<file path="src/rtl/signed_calc_arb_v.sv">
// signed_calc_arb_v
// Shares one combinational signed_calc_v datapath between two requesters.
// Requests are granted round-robin. The granted 5-bit signed operand pair is
// registered onto the calculator inputs and held for SETTLE cycles. The 9-bit
// signed result is then captured and returned on a valid/ready response
// channel, tagged with the id of the requester that issued it. The block only
// moves operands and results; it performs no arithmetic itself.
//
// Ports
//   i_clk, i_rst                   clock (rising edge), async active-high reset
//   i_req_valid_0/1                request valid from requester 0 / 1
//   i_as_0, i_bs_0, i_as_1, i_bs_1 signed operand pairs from each requester
//   o_req_ready_0/1                request accepted this cycle (combinational)
//   o_as, o_bs                     registered operands to signed_calc_v
//   i_fs                           result from signed_calc_v
//   o_rsp_valid, o_rsp_id          response valid and owning requester
//   o_rsp_fs                       captured result
//   i_rsp_ready                    response consumer ready
//   o_busy                         high whenever the sequencer is not idle
module signed_calc_arb_v #(
  parameter int SETTLE = 2
) (
  input  logic              i_clk,
  input  logic              i_rst,
  input  logic              i_req_valid_0,
  input  logic              i_req_valid_1,
  input  logic signed [4:0] i_as_0,
  input  logic signed [4:0] i_bs_0,
  input  logic signed [4:0] i_as_1,
  input  logic signed [4:0] i_bs_1,
  output logic              o_req_ready_0,
  output logic              o_req_ready_1,
  output logic signed [4:0] o_as,
  output logic signed [4:0] o_bs,
  input  logic signed [8:0] i_fs,
  output logic              o_rsp_valid,
  output logic              o_rsp_id,
  output logic signed [8:0] o_rsp_fs,
  input  logic              i_rsp_ready,
  output logic              o_busy
);

  typedef enum logic [1:0] {
    ST_IDLE,
    ST_SETTLE,
    ST_RESP
  } state_t;

  localparam logic [3:0] SETTLE_LOAD = 4'(SETTLE - 1);

  state_t     state;
  state_t     next_state;
  logic [3:0] settle_cnt;
  logic       last;
  logic       winner;
  logic       accept;
  logic       idle_live;

  // Round-robin choice: on a tie the requester not served last wins,
  // otherwise whichever single requester is asking wins.
  always_comb begin
    winner = i_req_valid_1;
    if (i_req_valid_0 && i_req_valid_1) begin
      winner = ~last;
    end
  end

  // Readies are qualified with reset so nothing is offered while reset is
  // still held, even though the state register already reads IDLE.
  assign idle_live     = (state == ST_IDLE) && !i_rst;
  assign o_req_ready_0 = idle_live && i_req_valid_0 && !winner;
  assign o_req_ready_1 = idle_live && i_req_valid_1 && winner;
  assign accept        = (state == ST_IDLE) && (i_req_valid_0 || i_req_valid_1);

  assign o_rsp_valid = (state == ST_RESP);
  assign o_busy      = (state != ST_IDLE);

  // State register.
  always_ff @(posedge i_clk or posedge i_rst) begin
    if (i_rst) begin
      state <= ST_IDLE;
    end else begin
      state <= next_state;
    end
  end

  // Next-state logic: accept -> settle countdown -> hold response until taken.
  always_comb begin
    next_state = state;
    case (state)
      ST_IDLE: begin
        if (i_req_valid_0 || i_req_valid_1) begin
          next_state = ST_SETTLE;
        end
      end
      ST_SETTLE: begin
        if (settle_cnt == 4'd0) begin
          next_state = ST_RESP;
        end
      end
      ST_RESP: begin
        if (i_rsp_ready) begin
          next_state = ST_IDLE;
        end
      end
      default: next_state = ST_IDLE;
    endcase
  end

  // Datapath: operands, tag and pointer are loaded only on accept, so they
  // stay frozen through SETTLE and RESP. The result is sampled exactly once,
  // on the edge where the countdown expires; later i_fs changes are ignored.
  always_ff @(posedge i_clk or posedge i_rst) begin
    if (i_rst) begin
      o_as       <= '0;
      o_bs       <= '0;
      o_rsp_id   <= 1'b0;
      o_rsp_fs   <= '0;
      last       <= 1'b1;
      settle_cnt <= 4'd0;
    end else begin
      if (accept) begin
        o_as       <= winner ? i_as_1 : i_as_0;
        o_bs       <= winner ? i_bs_1 : i_bs_0;
        o_rsp_id   <= winner;
        last       <= winner;
        settle_cnt <= SETTLE_LOAD;
      end else if (state == ST_SETTLE) begin
        if (settle_cnt == 4'd0) begin
          o_rsp_fs <= i_fs;
        end else begin
          settle_cnt <= settle_cnt - 4'd1;
        end
      end
    end
  end

endmodule
</file>
<file path="config.mk">
export PLATFORM = sky130hd
export DESIGN_NAME = signed_calc_arb_v
export DESIGN_NICKNAME = d
export VERILOG_FILES = /design/src/rtl/signed_calc_arb_v.sv
export SDC_FILE = /design/constraint.sdc
export NUM_CORES = 1
export LEC_CHECK = 0
export ABC_AREA = 1
export CELL_PAD_IN_SITES_DETAIL_PLACEMENT = 1
export CELL_PAD_IN_SITES_GLOBAL_PLACEMENT = 1
export CORE_ASPECT_RATIO = 2
export CORE_MARGIN = 5
export CORE_UTILIZATION = 29
export CTS_CLUSTER_SIZE = 10
export DETAILED_ROUTE_END_ITERATION = 10
export PLACE_DENSITY_LB_ADDON = 0.1
export SLEW_MARGIN = 25
export SYNTH_ARGS = -nofsm -noshare
export SYNTH_HDL_FRONTEND = slang
export SYNTH_SLANG_ARGS = --single-unit
</file>
<file path="constraint.sdc">
create_clock -name i_clk -period 1.5 [get_ports i_clk]
set_input_delay 0.3 -clock i_clk [delete_from_list [all_inputs] [get_ports i_clk]]
set_output_delay 0.3 -clock i_clk [all_outputs]
set_load 0.005 [all_outputs]
</file>
# Word level (Yosys, flattened, before mapping)

Index checks and enable logic that the tools add are counted.

Output and inout port bits: 24
Flip-flop bits (word level): 27

Reduce and logical (&&, ||, !) cells: 17
Bitwise gates (word level): 2
Muxes and demuxes: 10
Add/sub/neg operators: 1
Equal/unequal tests: 6

Operators by type and width:

| cell                                                  | count |
|---|---|
| two-way mux 4 bit                                     | 3 |
| two-way mux 5 bit                                     | 2 |
| logical AND 1 bit                                     | 7 |
| two-way mux 2 bit                                     | 3 |
| case mux 2 bit (3 select lines)                       | 1 |
| AND reduction 3 bit                                   | 2 |
| zero test 4 bit                                       | 1 |
| inequality test 2 x 1 -> 1 bit, second input constant | 2 |
| inequality test 2 bit, second input constant          | 2 |
| nonzero test 2 bit                                    | 2 |
| subtractor 4 x 1 -> 4 bit, second input constant      | 1 |
| equality test 2 x 1 -> 1 bit, second input constant   | 1 |
| equality test 2 bit, second input constant            | 1 |
| zero test 1 bit                                       | 2 |
| zero test 2 bit                                       | 1 |
| inverter 1 bit                                        | 2 |
| AND reduction 2 bit                                   | 1 |
| logical OR 1 bit                                      | 1 |
| two-way mux 1 bit                                     | 1 |

# Logic depth before layout (Yosys ltp)

Gate-level depths: netlist of run 1.

Depth after elaboration: 4
Gate-level depth with buffers: 6
Depth with buffers taken out: 6

# Least setup slack after synthesis of run 1

Ideal clock, no wire load.

Kind: input to output
Start point: input i_rst
End point: output o_req_ready_0
Stages on the path: 3
Slack: 0.044 ns
Path buffers: 0
Arrival: 1.156 ns
Cells stage by stage: inv_1 -> nand3_1 -> nor2_1

Cells in the longest elaborated chain, start to end: 4

RTL lines:

| element                          | line | RTL |
|---|---|---|
| from (decl)                      | 24   | `input logic i_rst,` |
| zero test 1 bit (no source line) | -    |  |
| logical AND 1 bit                | 70   | `assign idle_live = (state == ST_IDLE) && !i_rst;` |
| logical AND 1 bit (2 in a row)   | 71   | `assign o_req_ready_0 = idle_live && i_req_valid_0 && !winner;` |
| to (decl)                        | 31   | `output logic o_req_ready_0,` |

Every way passes these cells.

# Worst setup path after layout of run 1

Start point: register last
End point: output o_req_ready_1

Cells in the longest elaborated chain, start to end: 3

RTL lines:

| element                | line | RTL |
|---|---|---|
| from (decl)            | 54   | `logic last;` |
| from (signal assigned) | 126  | `last <= winner;` |
| inverter 1 bit         | 64   | `winner = ~last;` |
| two-way mux 1 bit      | 63   | `if (i_req_valid_0 && i_req_valid_1) begin` |
| logical AND 1 bit      | 72   | `assign o_req_ready_1 = idle_live && i_req_valid_1 && winner;` |
| to (decl)              | 32   | `output logic o_req_ready_1,` |

Every way passes these cells.

==> flow_metrics.py, run 1 <==
metrics = {
    "detailed_routing": {
        "drtPass1Iterations": 3,
        "routed_wl_um": 3630,
        "post-route-drc-count": 0,
        "wl_per_cell_um": 13.0,
        "drt-initial-drc-count": 13,
        "drt-vias-per-instance": 4.52,
        "vias": 1265,
        "drtAntennaViolNets": 0,
    },
    "placement": {
        "dp.cells": 274,
        "place_congestion": 0.679,
        "dp_hpwl_um": 3000,
        "portBuffers": 57,
    },
    "sta": {
        "hold_viol": 0,
        "final.period_utilization": 0.992,
        "hold_ws_ns": 0.459,
        "fin_skew_ns": 0.00201,
        "setup_viol": 0,
        "rsz0062_at_grt": "yes",
        "tns_ns": 0,
        "slew_viol_final": 0,
        "max_slew_margin": 0.759,
        "fmax_mhz": 672,
        "min_period_ns": 1.49,
        "worst_pin_slew_ns": 0.361,
    },
    "setup_path": {
        "r2r_start": "settle_cnt[0]$_DFFE_PP0P_",
        "arrival_ns": 1.19,
        "critical_path_peak_fanout": 2,
        "required_ns": 1.20,
        "critPathSlowestCell": "dfstp_2",
        "path_class": "reg -> out",
        "rrSetupSlack_ns": 0.12,
        "cp_common_cell": "nand2_2",
        "cp-end-kind": "output pin",
        "r2r_cells": 5,
        "slowest_delay_ns": 0.54,
        "startpoint_type": "register",
        "path_cells": "nand2_2 > nand2_2 > inv_2 > nand2_2 > nor2_1 > buf_2",
        "r2r_end": "o_rsp_fs[6]$_DFFE_PP0P_",
    },
    "floorplan": {
        "dieArea_um2": 6170,
        "placementRows": 35,
        "start_util": 0.295,
        "die_y_um": 106,
        "coreArea_um2": 4550,
        "num_io_pins": 58,
        "die_w_um": 58.1,
    },
    "finish": {
        "stdcell_count": 280,
        "ff_latch_area_um2": 677,
        "final_util": 0.456,
        "multi_input_area_um2": 532,
        "fillerInstances": 572,
        "drive_gt1_frac": 0.160,
        "diodes": 0,
        "areaGrowthSynthToFinish_pct": 54.8,
        "final_nets": 262,
    },
    "global_route": {
        "grt_pass1_vias": 1422,
        "antenna_found_initial": 0,
        "grt_usage": 0.130,
        "grt_max_degree": 28,
        "grt_pass1_wl_um": 6240,
        "grt_overflow": 0,
    },
    "clock_tree": {
        "clockBufferDepth": 2,
        "cts_tree": "built",
        "clkTransAtPathRegs_ns": 0.09,
        "h-tree-depth": 1,
        "cts_hold_buf": 0,
        "cts_buffers": 3,
        "cts-root-buf": "clkbuf_8",
        "clk_latency_ns": 0.27,
        "cts.sink_count": 27,
    },
    "logic_synthesis": {
        "ys_ff_latch": 27,
        "synth_edf_count": 0,
        "syn_area_per_cell_um2": 8.44,
        "synth_top_flop_cell": "dfrtp_1",
        "syn_area_um2": 1340,
        "yosys-top-cells-count": "58 x nand2_1, 26 x dfrtp_1, 26 x inv_1",
        "synth_cells": 159,
        "ys_seq_area_frac": 0.504,
        "synthArstFlopShare": 1.00,
        "synth_cell_types": 20,
        "synth_nets": 195,
        "yosys_warnings": 0,
        "synth_top_cell_area_share": 0.485,
        "yosysMostFrequentCell": "nand2_1",
        "synth_area_leaders": "dfrtp_1 48%, nand2_1 16%, inv_1 7.3%, o21ai_2 6.5%, o211ai_1 5.6%",
        "synth.largest_area_cell": "dfrtp_1",
    },
    "hold_path": {
        "min_path_type": "in -> async",
    },
    "power_and_ir_drop": {
        "leakagePower_nw": 1.09,
        "peakVddDrop_uv": 752,
        "p_per_area_nw_per_um2": 1800,
        "finalPower_mw": 3.74,
    },
    "flow_run": {
        "maxCapViolations": 0,
    },
    "run_status": {
        "outcome": "complete, no violations",
    },
}
[critical path, delay by kind of cell, from the launching register on]
kind / cells / cell delay, ns
flops: 1 / 0.54
simple gates: 4 / 0.22
buf+inv: 2 / 0.16
[state kept, by name (all words and copies together) (netlist names)]
| name | flops |
|---|---|
| o_rsp_fs | 9 |
| o_as | 5 |
| o_rsp_id | 1 |
| settle_cnt | 4 |
| last | 1 |
| o_bs | 5 |
| state | 2 |
[per-layer routing]
layer / global-route usage / share of wire / wire length, um / vias up
li1: - / - / - / 624
met1: 0.122 / 0.34 / 1230 / 585
met2: 0.256 / 0.57 / 2070 / 47
met3: 0.0255 / 0.065 / 236 / 9
met4: 0.0498 / 0.026 / 93 / 0
met5: 0 / 0 / 0 / -
[cell type report]
type / instances / area share
multi-input cells: 99 / 0.256
flip-flops and latches: 27 / 0.326
well taps: 55 / 0.0331
clock buffers: 4 / 0.0217
inverters: 28 / 0.0506
repair buffers: 67 / 0.313
[through the flow]
step           worst slack [ns]  area (um^2)
3_3_place_gp             -0.387         2000
6_report                 0.0119         2080
5_1_grt                 -0.0543         2080
4_1_cts                  -0.117         2070
3_5_place_dp             -0.474         2000
2_1_floorplan            0.0439         1340
[timing repair]
item                                    4_1_cts  5_1_grt
endpoints found under the setup margin        4       20
buffers inserted                              4        1
gates resized for setup                      12       14
hold endpoints to repair                      0        0
pin swaps                                     1        1
[report_power, final]
group | leakage [nW] | internal, mW | total [mW] | switching (mW)
combinational | 0.733 | 1.03 | 2.01 | 0.980
sequential | 0.330 | 1.10 | 1.32 | 0.219
clock | 0.0228 | 0.190 | 0.413 | 0.223
[how the worst max path moves through the flow]
stage | from | endpoint | slack, ns | cells past startpoint
2_1_floorplan | i_rst | o_req_ready_0 | 0.04 | 3
3_3_place_gp | i_req_valid_0 | o_req_ready_1 | -0.39 | 7
3_5_place_dp | i_req_valid_0 | o_req_ready_1 | -0.47 | 7
4_1_cts | last$_DFFE_PP1P_ | o_req_ready_1 | -0.12 | 6
5_1_grt | last$_DFFE_PP1P_ | o_req_ready_1 | -0.05 | 6
6_report | last$_DFFE_PP1P_ | o_req_ready_1 | 0.01 | 6
[cell usage in the layout, fill, tap and decap left out, types with 3 or more instances in the layout]
cell             count
o211ai_1            10
buf_4                9
nand2_1             55
dlymetal6s2s_1       5
inv_1               25
nand2_2              3
nand3_1              6
o21ai_2             10
clkbuf_8             3
nor2_1               3
dfrtp_1             26
clkdlybuf4s50_1     47
[kinds of logic (layout without fill, tap and decap cells)]
group | after synthesis | in the layout | share of synthesized area
AO/OA/AOI/OAI | 23 | 23 | 0.134
flip-flops | 27 | 27 | 0.504
adder cells (fa/ha/maj) | 2 | 2 | 0.0186
buffers and inverters | 33 | 99 | 0.111
AND/OR/NAND/NOR | 74 | 74 | 0.232
Note: power is estimated with default switching activity, not from simulation.
==> run 2: changes to the inputs <==
- CORE_MARGIN: 5 -> 8
- CTS_CLUSTER_DIAMETER: default -> 60
==> run 2 against run 1 <==
Effect of this change: the flow now finishes with violations (negative setup slack); cell count is 2.1% higher; critical path depth stayed put; utilization increased by 1.4 points; clock power barely moved; sequential power hardly changed; non-clock buffer count up 6; clock skew is 0.0010 ns higher; die area grew 17%; total power up 3.9%; via count increased by 0.32%; combinational power increased by 8%; design area is 2.0% higher; largest power group unchanged.
==> flow_metrics.py, run 2 (synthesis gave the netlist of run 1 again) <==
metrics = {
    "power_and_ir_drop": {
        "peakVddDrop_uv": 983,
        "leakagePower_nw": 1.12,
        "finalPower_mw": 3.89,
        "p_per_area_nw_per_um2": 1840,
    },
    "detailed_routing": {
        "vias": 1269,
        "drtPass1Iterations": 2,
        "post-route-drc-count": 0,
        "drt-initial-drc-count": 30,
        "wl_per_cell_um": 13.0,
        "drt-vias-per-instance": 4.44,
        "drtAntennaViolNets": 0,
        "routed_wl_um": 3730,
    },
    "setup_path": {
        "path_delay_family": "flip-flops",
        "arrival_ns": 1.21,
        "required_ns": 1.20,
        "slowest_delay_ns": 0.56,
        "r2r_cells": 8,
        "critical_path_peak_fanout": 2,
        "path_buf_inv": 2,
        "critical_path_depth": 6,
        "cp_common_cell": "nand2_2",
        "startpoint_type": "register",
        "cp-end-kind": "output pin",
        "critPathSlowestCell": "dfstp_2",
        "path_class": "reg -> out",
        "path_cells": "nand2_2 > nand2_2 > inv_2 > nand2_2 > nor2_1 > buf_2",
    },
    "flow_run": {
        "maxCapViolations": 0,
    },
    "sta": {
        "slew_viol_final": 0,
        "setup_viol": 2,
        "hold_ws_ns": 0.455,
        "fmax_mhz": 662,
        "rsz0062_at_grt": "yes",
        "final.period_utilization": 1.01,
        "max_slew_margin": 0.768,
        "worst_pin_slew_ns": 0.348,
        "min_period_ns": 1.51,
        "setup_ws_ns": -0.0112,
        "fin_skew_ns": 0.00304,
        "hold_viol": 0,
    },
    "floorplan": {
        "dieArea_um2": 7190,
        "die_y_um": 112,
        "start_util": 0.298,
        "die_w_um": 64.1,
        "num_io_pins": 58,
        "placementRows": 35,
        "coreArea_um2": 4510,
    },
    "global_route": {
        "grt_overflow": 0,
        "grt_max_degree": 28,
        "grt_usage": 0.110,
        "antenna_found_initial": 0,
        "grt_pass1_vias": 1422,
        "grt_pass1_wl_um": 6560,
    },
    "finish": {
        "final_util": 0.470,
        "layout_common_cells": "55 x nand2_1, 48 x clkdlybuf4s50_1, 26 x dfrtp_1",
        "areaGrowthSynthToFinish_pct": 58.0,
        "diodes": 0,
        "largest_reg_flops": 9,
        "final_nets": 268,
        "final_area_um2": 2120,
        "reg_top3": "o_rsp_fs: 9 flops, o_as: 5 flops, o_bs: 5 flops",
        "largest_register": "o_rsp_fs",
        "drive_gt1_frac": 0.190,
        "layout_commonest_cell": "nand2_1",
    },
    "placement": {
        "placed_area_um2": 2010,
        "place_congestion": 0.698,
        "portBuffers": 57,
        "dp_hpwl_um": 2880,
    },
    "clock_tree": {
        "h-tree-depth": 1,
        "cts_tree": "built",
        "cts.sink_count": 27,
        "clk_latency_ns": 0.27,
        "cts_buffers": 3,
        "cts-root-buf": "clkbuf_8",
        "clkTransAtPathRegs_ns": 0.09,
        "clockBufferDepth": 2,
    },
    "hold_path": {
        "min_path_type": "in -> async",
    },
    "run_status": {
        "outcome": "finished, violations left",
        "violations": "negative setup slack",
    },
}
run 2: cell count changes in the layout (fill, tap and decap cells not counted):
cell,delta
buf_4,+5
clkbuf_2,+2
clkdlybuf4s15_1,-2
buf_12,+1
clkdlybuf4s50_1,+1
clkinv_1,-1
dlymetal6s2s_1,-1
inv_2,+1
nor2_1,+1
nor2_2,-1
run 2: worst paths after layout:
check,from,endpoint,slack (ns)
setup / recovery,last$_DFFE_PP1P_,o_req_ready_1,-0.01
hold / removal,i_rst,o_rsp_fs[1]$_DFFE_PP0P_,0.46
setup reg to reg,state[0]$_DFFE_PP0P_,settle_cnt[1]$_DFFE_PP0P_,0.09
hold reg to reg,o_as[1]$_DFFE_PP0P_,o_as[1]$_DFFE_PP0P_,0.48
max in group asynchronous,i_rst,last$_DFFE_PP1P_,0.75
min in group i_clk,o_as[1]$_DFFE_PP0P_,o_as[1]$_DFFE_PP0P_,0.48
run 2: power by group:
group / switching [mW] / total [mW] / leakage (nW) / internal, mW
combinational: 1.02 / 2.17 / 0.763 / 1.15
clock: 0.220 / 0.410 / 0.0228 / 0.190
sequential: 0.214 / 1.32 / 0.330 / 1.10
total: 1.45 / 3.89 / 1.12 / 2.44
run 2: area by class of cell:
type	count	area (um^2)
sequential	27	677
tap	55	68.8
timing repair buffer	73	696
fill	554	2390
inverter	28	105
multi-input combinational	99	529
clock buffer	4	45.0
run 2: per-layer routing:
layer,GRT usage,vias to the layer above,wire (um)
met5,0,-,0
met2,0.191,28,2000
li1,-,637,-
met3,0.0329,4,251
met4,0.0440,0,46
met1,0.119,600,1430
run 2: stage by stage:
stage	setup TNS (ns)	cells	setup slack, ns
floorplan	0	159	0.0439
global placement	-1.52	276	-0.391
detailed placement	-2.23	276	-0.461
CTS	-0.0630	282	-0.0498
global route	-0.161	286	-0.0807
finish	-0.0151	286	-0.0112
run 2: timing repair:
action                                  in CTS  in global routing
endpoints found under the hold margin        0                  0
gates resized for setup                     12                 14
buffers inserted                             2                  4
endpoints found under the setup margin       4                 13
hold buffers                                 0                  0
gates cloned                                 0                  0
pin swaps                                    0                  1
run 2: tightest hold or removal path: cells and delay by family:
kind | cells | cell delay [ns]
buf+inv | 3 | 0.84
==> run 3: changes to the inputs <==
- CTS_BUF_LIST: default -> sky130_fd_sc_hd__clkbuf_16
==> run 3 against run 2 <==
Effect of this change: clock skew down 0.0014 ns; largest power group unchanged; clock power up 46%; the flow still finishes with violations (negative setup slack); count of clock-buffer cells in the layout down 1; global-route usage up 0.080 points; critical endpoint is now o_req_ready_0; die area unchanged.
==> flow_metrics.py, run 3 (synthesis gave the netlist of run 1 again) <==
metrics = {
    "run_status": {
        "outcome": "finished, violations left",
        "violations": "negative setup slack",
    },
    "clock_tree": {
        "cts_tree": "built",
        "cts-root-buf": "clkbuf_16",
        "clkTransAtPathRegs_ns": 0.07,
        "cts_buffers": 3,
        "cts_hold_buf": 0,
        "clk_latency_ns": 0.26,
        "cts.sink_count": 27,
        "h-tree-depth": 1,
        "clockBufferDepth": 2,
    },
    "power_and_ir_drop": {
        "leakagePower_nw": 1.10,
        "p_per_area_nw_per_um2": 1920,
        "peakVddDrop_uv": 1200,
        "finalPower_mw": 4.16,
    },
    "floorplan": {
        "start_util": 0.298,
        "die_y_um": 112,
        "die_w_um": 64.1,
        "num_io_pins": 58,
        "placementRows": 35,
        "coreArea_um2": 4510,
        "dieArea_um2": 7190,
    },
    "sta": {
        "fmax_mhz": 641,
        "worst_pin_slew_ns": 0.352,
        "final.period_utilization": 1.04,
        "min_period_ns": 1.56,
        "fin_skew_ns": 0.00162,
        "setup_viol": 2,
        "slew_viol_final": 0,
        "hold_viol": 0,
        "setup_ws_ns": -0.0611,
        "max_slew_margin": 0.766,
        "rsz0062_at_grt": "yes",
        "hold_ws_ns": 0.472,
    },
    "detailed_routing": {
        "drtAntennaViolNets": 0,
        "drtPass1Iterations": 4,
        "routed_wl_um": 3760,
        "drt-initial-drc-count": 28,
        "wl_per_cell_um": 13.2,
        "vias": 1264,
        "drt-vias-per-instance": 4.44,
        "post-route-drc-count": 0,
    },
    "finish": {
        "reg_top3": "o_rsp_fs: 9 flops, o_as: 5 flops, o_bs: 5 flops",
        "ff_latch_area_um2": 677,
        "diodes": 0,
        "drive_gt1_frac": 0.178,
        "multi_input_area_um2": 539,
        "fillerInstances": 548,
        "largest_reg_flops": 9,
        "areaGrowthSynthToFinish_pct": 61.7,
        "final_util": 0.481,
        "layout_commonest_cell": "nand2_1",
        "final_nets": 267,
        "largest_register": "o_rsp_fs",
        "layout_common_cells": "56 x nand2_1, 51 x clkdlybuf4s50_1, 26 x inv_1, 26 x dfrtp_1",
        "final_area_um2": 2170,
    },
    "setup_path": {
        "cp_common_cell": "buf_6",
        "slowest_delay_ns": 0.40,
        "r2r_start": "state[0]$_DFFE_PP0P_",
        "critPathSlowestCell": "dfrtp_1",
        "cp-end-kind": "output pin",
        "startpoint_type": "register",
        "path_class": "reg -> out",
        "critical_path_peak_fanout": 2,
        "critPathLaunch": "state[0]$_DFFE_PP0P_",
        "path_cells": "buf_6 > nor2_4 > buf_6 > nand3_2 > nor2_1 > buf_2",
        "required_ns": 1.20,
        "arrival_ns": 1.26,
    },
    "placement": {
        "portBuffers": 57,
        "dp_hpwl_um": 2880,
        "placed_area_um2": 2010,
        "place_congestion": 0.698,
    },
    "global_route": {
        "grt_max_degree": 28,
        "grt_overflow": 0,
        "grt_pass1_wl_um": 6570,
        "antenna_found_initial": 0,
        "grt_usage": 0.110,
        "grt_pass1_vias": 1416,
    },
    "hold_path": {
        "min_path_type": "reg -> reg",
        "min_from": "last$_DFFE_PP1P_",
    },
    "flow_run": {
        "maxCapViolations": 0,
    },
}
[run 3: cell count changes in the layout (fill, tap and decap cells not counted), moves of 2 or more]
cell,change
buf_4,-4
buf_6,+3
clkbuf_16,+3
clkbuf_2,-2
clkbuf_8,-3
clkdlybuf4s15_1,+2
clkdlybuf4s50_1,+3
dlymetal6s2s_1,-3
[run 3: final cells by class]
class / count / area share
timing repair buffer: 72 / 0.323
multi-input combinational: 99 / 0.248
clock buffer: 3 / 0.0346
clock inverter: 1 / 0.00173
sequential: 27 / 0.312
tap: 55 / 0.0317
inverter: 28 / 0.0484
[run 3: final timing paths]
path                            slack (ns)  cells past startpoint                        end
worst max-delay path                 -0.06                      6              o_req_ready_0
worst min-delay path                  0.47                      2           last$_DFFE_PP1P_
worst max register to register        0.04                      9  settle_cnt[1]$_DFFE_PP0P_
worst min register to register        0.47                      2           last$_DFFE_PP1P_
max in group asynchronous             0.70                      3           last$_DFFE_PP1P_
min in group asynchronous             0.49                      3       state[1]$_DFFE_PP0P_
[run 3: critical path, delay by kind of cell (launching register included)]
| kind | cells | cell delay (ns) |
|---|---|---|
| buffers and inverters | 3 | 0.35 |
| DFF | 1 | 0.40 |
| and+or+nand+nor | 3 | 0.25 |
[run 3: routing by layer]
| metal | up-vias | wire length, um | track usage |
|---|---|---|---|
| li1 | 636 | - | - |
| met1 | 596 | 1500 | 0.121 |
| met2 | 28 | 1950 | 0.189 |
| met3 | 4 | 252 | 0.0329 |
| met4 | 0 | 56 | 0.0484 |
| met5 | - | 0 | 0 |
[run 3: per-stage QoR]
stage	setup TNS [ns]	std cells	setup WS, ns
floorplan	0	159	0.0439
global route	-0.294	285	-0.134
finish	-0.0621	285	-0.0611
detailed placement	-2.23	276	-0.461
global placement	-1.52	276	-0.391
CTS	-0.123	282	-0.123
[run 3: repair_timing]
item | CTS | global route
buffers inserted | 2 | 3
pin swaps | 0 | 3
endpoints found under the hold margin | 0 | 0
setup endpoints to repair | 4 | 8
gates resized for setup | 11 | 14
[run 3: where the power goes]
part / total [mW] / internal (mW) / switching [mW]
combinational: 2.24 / 1.20 / 1.04
sequential: 1.31 / 1.10 / 0.212
clock: 0.599 / 0.357 / 0.242
total: 4.16 / 2.66 / 1.49
